## config.mk

```make
export PLATFORM = sky130hd
export DESIGN_NAME = rsa_modmul_flat
export DESIGN_NICKNAME = d
export VERILOG_FILES = /design/src/rtl/rsa_pkg.sv /design/src/rtl/rsa_modmul_if.sv /design/src/rtl/rsa_modmul.sv /design/src/flat_wrapper.sv
export SDC_FILE = /design/constraint.sdc
export NUM_CORES = 1
export LEC_CHECK = 0
export ABC_AREA = 1
export BUFFER_PORTS_ARGS = -buffer_cell sky130_fd_sc_hd__buf_2
export CAP_MARGIN = 15
export CORE_ASPECT_RATIO = 1.25
export CORE_MARGIN = 2
export CORE_UTILIZATION = 61
export CTS_CLUSTER_DIAMETER = 150
export DETAILED_ROUTE_END_ITERATION = 16
export PLACE_DENSITY = 0.92
export SYNTH_ARGS = -nofsm -noshare
export SYNTH_HDL_FRONTEND = slang
export SYNTH_SLANG_ARGS = --single-unit
```

## constraint.sdc

```tcl
create_clock -name clk -period 8.5 [get_ports clk]
set_input_delay 0.85 -clock clk [delete_from_list [all_inputs] [get_ports clk]]
set_output_delay 0.85 -clock clk [all_outputs]
set_load 0.03 [all_outputs]
```

## src/rtl/rsa_pkg.sv

```systemverilog
// Shared definitions for the RSA datapath: default width and modular multiplier state encoding.
package rsa_pkg;

  localparam int RSA_WIDTH = 32;

  typedef enum logic [1:0] {
    IDLE,
    RUN,
    DONE
  } modmul_state_t;

endpackage

```

## src/rtl/rsa_modmul_if.sv

```systemverilog
// Request/response bundle between the exponentiation controller and the modular multiplier.
interface rsa_modmul_if
  import rsa_pkg::*;
#(
  parameter int WIDTH = RSA_WIDTH
);
  logic             start;
  logic [WIDTH-1:0] a;
  logic [WIDTH-1:0] b;
  logic [WIDTH-1:0] modulus;
  logic             busy;
  logic             done;
  logic [WIDTH-1:0] result;
  logic             err;

  modport master (
    output start, a, b, modulus,
    input  busy, done, result, err
  );

  modport slave (
    input  start, a, b, modulus,
    output busy, done, result, err
  );
endinterface

```

## src/rtl/rsa_modmul.sv

```systemverilog
// Sequential (a*b) mod N: MSB-first interleaved shift-add-reduce, one multiplier bit per clock.
module rsa_modmul
  import rsa_pkg::*;
#(
  parameter int WIDTH = RSA_WIDTH
) (
  input  logic       clk,
  input  logic       rst,
  rsa_modmul_if.slave bus
);

  localparam int CW = $clog2(WIDTH);

  modmul_state_t    state;
  logic [CW-1:0]    cnt;
  logic             bad_q;
  logic             busy_q;
  logic             done_q;
  logic             err_q;
  logic [WIDTH-1:0] result_q;

  logic [WIDTH-1:0] a_q;
  logic [WIDTH-1:0] b_q;
  logic [WIDTH-1:0] n_q;
  logic [WIDTH-1:0] r_q;

  logic             bad;
  logic [WIDTH+1:0] t;

  // T < 3N, so at most two subtractions bring it back below N.
  function automatic logic [WIDTH-1:0] reduce2(input logic [WIDTH+1:0] v,
                                               input logic [WIDTH-1:0] n);
    logic [WIDTH+1:0] nx;
    logic [WIDTH+1:0] x;
    nx = {2'b00, n};
    x  = (v >= nx) ? v - nx : v;
    x  = (x >= nx) ? x - nx : x;
    return x[WIDTH-1:0];
  endfunction

  assign bad = (bus.modulus == '0) || (bus.a >= bus.modulus) || (bus.b >= bus.modulus);
  assign t   = {1'b0, r_q, 1'b0} + (b_q[cnt] ? {2'b00, a_q} : '0);

  always_ff @(posedge clk) begin
    if (rst) begin
      state    <= IDLE;
      cnt      <= '0;
      bad_q    <= 1'b0;
      busy_q   <= 1'b0;
      done_q   <= 1'b0;
      err_q    <= 1'b0;
      result_q <= '0;
    end else begin
      done_q <= 1'b0;
      case (state)
        IDLE: begin
          if (bus.start) begin
            cnt    <= CW'(WIDTH - 1);
            bad_q  <= bad;
            busy_q <= 1'b1;
            err_q  <= 1'b0;
            state  <= bad ? DONE : RUN;
          end else begin
            busy_q <= 1'b0;
          end
        end
        RUN: begin
          if (cnt == '0) state <= DONE;
          else           cnt   <= cnt - 1'b1;
        end
        DONE: begin
          done_q   <= 1'b1;
          err_q    <= bad_q;
          result_q <= bad_q ? '0 : r_q;
          state    <= IDLE;
        end
        default: state <= IDLE;
      endcase
    end
  end

  // Datapath registers carry no reset; they are reloaded on every accepted start.
  always_ff @(posedge clk) begin
    if (state == IDLE && bus.start) begin
      a_q <= bus.a;
      b_q <= bus.b;
      n_q <= bus.modulus;
      r_q <= '0;
    end else if (state == RUN) begin
      r_q <= reduce2(t, n_q);
    end
  end

  assign bus.busy   = busy_q;
  assign bus.done   = done_q;
  assign bus.err    = err_q;
  assign bus.result = result_q;

endmodule
```

## src/flat_wrapper.sv

```systemverilog
// flat-port wrapper written by rule: the top's interface ports become plain ports
module rsa_modmul_flat import rsa_pkg::*;
#(
  parameter int WIDTH = RSA_WIDTH
)
  (clk, rst, bus_start, bus_a, bus_b, bus_modulus, bus_busy, bus_done, bus_result, bus_err);
  rsa_modmul_if #(.WIDTH(WIDTH)) bus_i ();
  input  logic clk;
  input  logic rst;
  input wire logic [$bits(bus_i.start)-1:0] bus_start;
  input wire logic [$bits(bus_i.a)-1:0] bus_a;
  input wire logic [$bits(bus_i.b)-1:0] bus_b;
  input wire logic [$bits(bus_i.modulus)-1:0] bus_modulus;
  output wire logic [$bits(bus_i.busy)-1:0] bus_busy;
  output wire logic [$bits(bus_i.done)-1:0] bus_done;
  output wire logic [$bits(bus_i.result)-1:0] bus_result;
  output wire logic [$bits(bus_i.err)-1:0] bus_err;
  assign bus_i.start = bus_start;
  assign bus_i.a = bus_a;
  assign bus_i.b = bus_b;
  assign bus_i.modulus = bus_modulus;
  assign bus_busy = bus_i.busy;
  assign bus_done = bus_i.done;
  assign bus_result = bus_i.result;
  assign bus_err = bus_i.err;
  rsa_modmul #(.WIDTH(WIDTH)) u_core (.clk(clk), .rst(rst), .bus(bus_i));
endmodule
```

==> flow_summary.toml <==
[run_status]
result_of_the_run = "finished clean"

[layout]
final_layout_size_suffix_gt1_frac = 0.105
nFillCells = 1846
layout_commonest_cell = "sky130_fd_sc_hd__nand2_1"
share_of_the_core_filled_with_cells = 0.697
commonest_cells_after_routing_fill_and_taps_aside = "489 x sky130_fd_sc_hd__nand2_1, 288 x sky130_fd_sc_hd__inv_1, 189 x sky130_fd_sc_hd__a21oi_1, 175 x sky130_fd_sc_hd__nor2_1, 160 x sky130_fd_sc_hd__ha_1"
areaGrowthSynthToFinish_pct = 12.0
insertedDiodeCount = 0
nets = 2421

[die]
die_area_um2 = 24800
floorplan.die.height_um = 175
initial_core_utilization = 0.623
ios = 134
row_count = 62
core_region_area_um2 = 23000
die_w_um = 141

[clocking]
ctsLongestPathBuffers = 2
cts_clock_pin_slew_for_the_worst_setup_and_hold_paths_ps = 70
root_buffer = "sky130_fd_sc_hd__clkbuf_16"
cts_tree = "built"
htreeDepth = 4
insertion_delay_ps = 440
ctsHoldBuffers = 0
cts_inserted_buffers = 17
cts_sinks = 171

[worst_setup_path]
worst_setup_path_start_kind = "register"
critPathSlowestCell = "sky130_fd_sc_hd__dfxtp_4"
critical_path.max_fanout = 39
worst_path_largest_cell_delay_ps = 400
r2r_slack_ps = 600
required_arrival_time_at_the_worst_endpoint_ps = 8780
end_kind = "register"
critPathArrivalTime_ps = 8180
worstRegToRegCells = 51
critPathBufInv = 9
reg2reg_to = "u_core.r_q[27]"
critical_path.reg2reg.startpoint = "u_core.cnt[0]"
critPathKind = "register to register"
cp_top_family = "simple AND/OR/NAND/NOR gates"
crit_path_frequent_cell = "sky130_fd_sc_hd__nand2_1"

[logic_synthesis]
synth.yosys.seq_area_share = 0.306
yosys_warnings = 0
yosys_register_bits = 171
synth.distinct_cells = 45
postSynthNetCount = 2299
synthesis.area_um2 = 14300
synth_cells = 2036
synth.avg_cell_area_um2 = 7.05

[sta]
post-route-min-period_ps = 7900
report.final.setup_viol = 0
finalHoldViolations = 0
timing.slew.headroom = 0.220
fin_tns_setup_ps = 0
max_clock_freq_ghz = 0.127
finalClockSkew_ps = 11.5
worst_slack_ps = 596
min_period_over_period = 0.930
final.hold.worst_slack_ps = 461
worst_pin_slew_ps = 1170
drv_slew = 0

[global_route]
initial_antenna_violation_count = 0
global_route_total_overflow = 0
global_route_wire_length_before_repair_um = 75000
first_global_vias = 14333
grt_max_degree = 82
groute.usage.overall = 0.390

[route]
viasPerCell = 6.06
wl_per_cell_um = 19.8
dr_total_vias = 14907
detail_route.first_pass.iterations = 9
drt_wl_total_um = 48800
ant_nets = 0
first_iter_violations = 1645
drc_errors = 0

[worst_hold_path]
min_from = "u_core.bus.result[26]"
worst_hold_path_type = "register to register"
worst_hold_stages = 2
min_delay_worst_endpoint = "u_core.bus.result[26]"

[place]
half_perimeter_wire_length_after_placement_um = 38800
io_buffers = 133
pre_cts_slack_ps = 13.9
weighted_congestion_at_the_end_of_routability_driven_global_placement = 1.09

[run]
drv_cap = 0
worst max path at each step:
stage	start	endpoint	depth (start not counted)
global placement	u_core.cnt[0]	u_core.r_q[8]	48
finish	u_core.cnt[0]	u_core.r_q[27]	51
global route	u_core.cnt[0]	u_core.r_q[24]	51
detailed placement	u_core.cnt[0]	u_core.r_q[11]	46
floorplan	u_core.cnt[0]	u_core.r_q[23]	52
CTS	u_core.cnt[0]	u_core.r_q[11]	46
cell families (layout without fill, tap and decap cells):
group / after synthesis / in the layout / share of synthesized area
and+or+nand+nor: 913 / 913 / 0.266
AOI/OAI and AO/OA: 373 / 373 / 0.148
buffers and inverters: 343 / 478 / 0.0923
DFF: 171 / 171 / 0.306
adders and majority gates: 164 / 164 / 0.145
xor gates and xnor gates: 72 / 72 / 0.0439
sequential cells by signal, summed over array words and instances (netlist names):
| name | flops |
|---|---|
| u_core.a_q | 32 |
| u_core.b_q | 32 |
| u_core.bus.result | 32 |
| u_core.n_q | 32 |
| u_core.r_q | 32 |
| u_core.cnt | 5 |
| u_core.state | 2 |
| u_core.bad_q | 1 |
| u_core.bus.busy | 1 |
| u_core.bus.done | 1 |
| u_core.bus.err | 1 |
per-stage QoR:
step	std cells	cell area, um2
detailed placement	2425	15300
floorplan	2036	14300
CTS	2457	15900
global placement	2425	15300
global route	2459	16100
finish	2459	16100
final cells by class:
type | instances | area [um2] | share of cell area
Sequential cell | 171 | 4390 | 0.273
Inverter | 298 | 1120 | 0.0698
Clock inverter | 14 | 180 | 0.0112
Tap cell | 288 | 360 | 0.0224
Clock buffer | 18 | 450 | 0.0280
Multi-Input combinational cell | 1522 | 8740 | 0.544
Timing Repair Buffer | 148 | 828 | 0.0515
synth_stat cells (all sizes together):
master	n	share of area
a211oi	7	0.0037
a21boi	4	0.0021
a21o	14	0.0073
a21oi	195	0.069
a22oi	1	0.00052
a31oi	8	0.0035
and2	3	0.0013
and3	3	0.0013
buf	14	0.0062
clkbuf	31	0.0081
clkinv	3	0.00078
dfxtp	75	0.10
edfxtp	96	0.20
fa	3	0.0042
ha	161	0.14
inv	295	0.077
nand2	498	0.13
nand3	157	0.055
nand3b	4	0.0021
nand4	16	0.0070
nor2	183	0.049
nor3	28	0.0098
nor4	14	0.0061
o2111ai	4	0.0024
o211ai	12	0.0063
o21a	19	0.0099
o21ai	80	0.028
o21bai	21	0.011
o221ai	2	0.0012
o22ai	4	0.0017
o31ai	2	0.0010
or2	7	0.0031
xnor2	34	0.021
xor2	38	0.023
routing by layer:
layer | track usage | part of all wire | vias to the layer above | wire length [um]
met3 | 0.0442 | 0.087 | 193 | 4240
li1 | - | - | 7008 | -
met4 | 0.207 | 0.057 | 0 | 2800
met2 | 0.661 | 0.47 | 889 | 23100
met5 | 0 | 0 | - | 0
met1 | 0.488 | 0.38 | 6817 | 18600
worst min-delay path, delay by kind of cell (launching register included):
family | cells | cell delay [ps]
compound gates | 1 | 50
flops | 1 | 310
simple gates | 1 | 60
repair_timing:
action	in CTS	in global routing
setup buffers	0	2
pin swaps	0	2
resized for setup	1	30
setup endpoints to repair	32	32
Power is left out: the tool's default activity adds up to more than one toggle a clock period on the data nets, which glitch-free logic cannot reach.
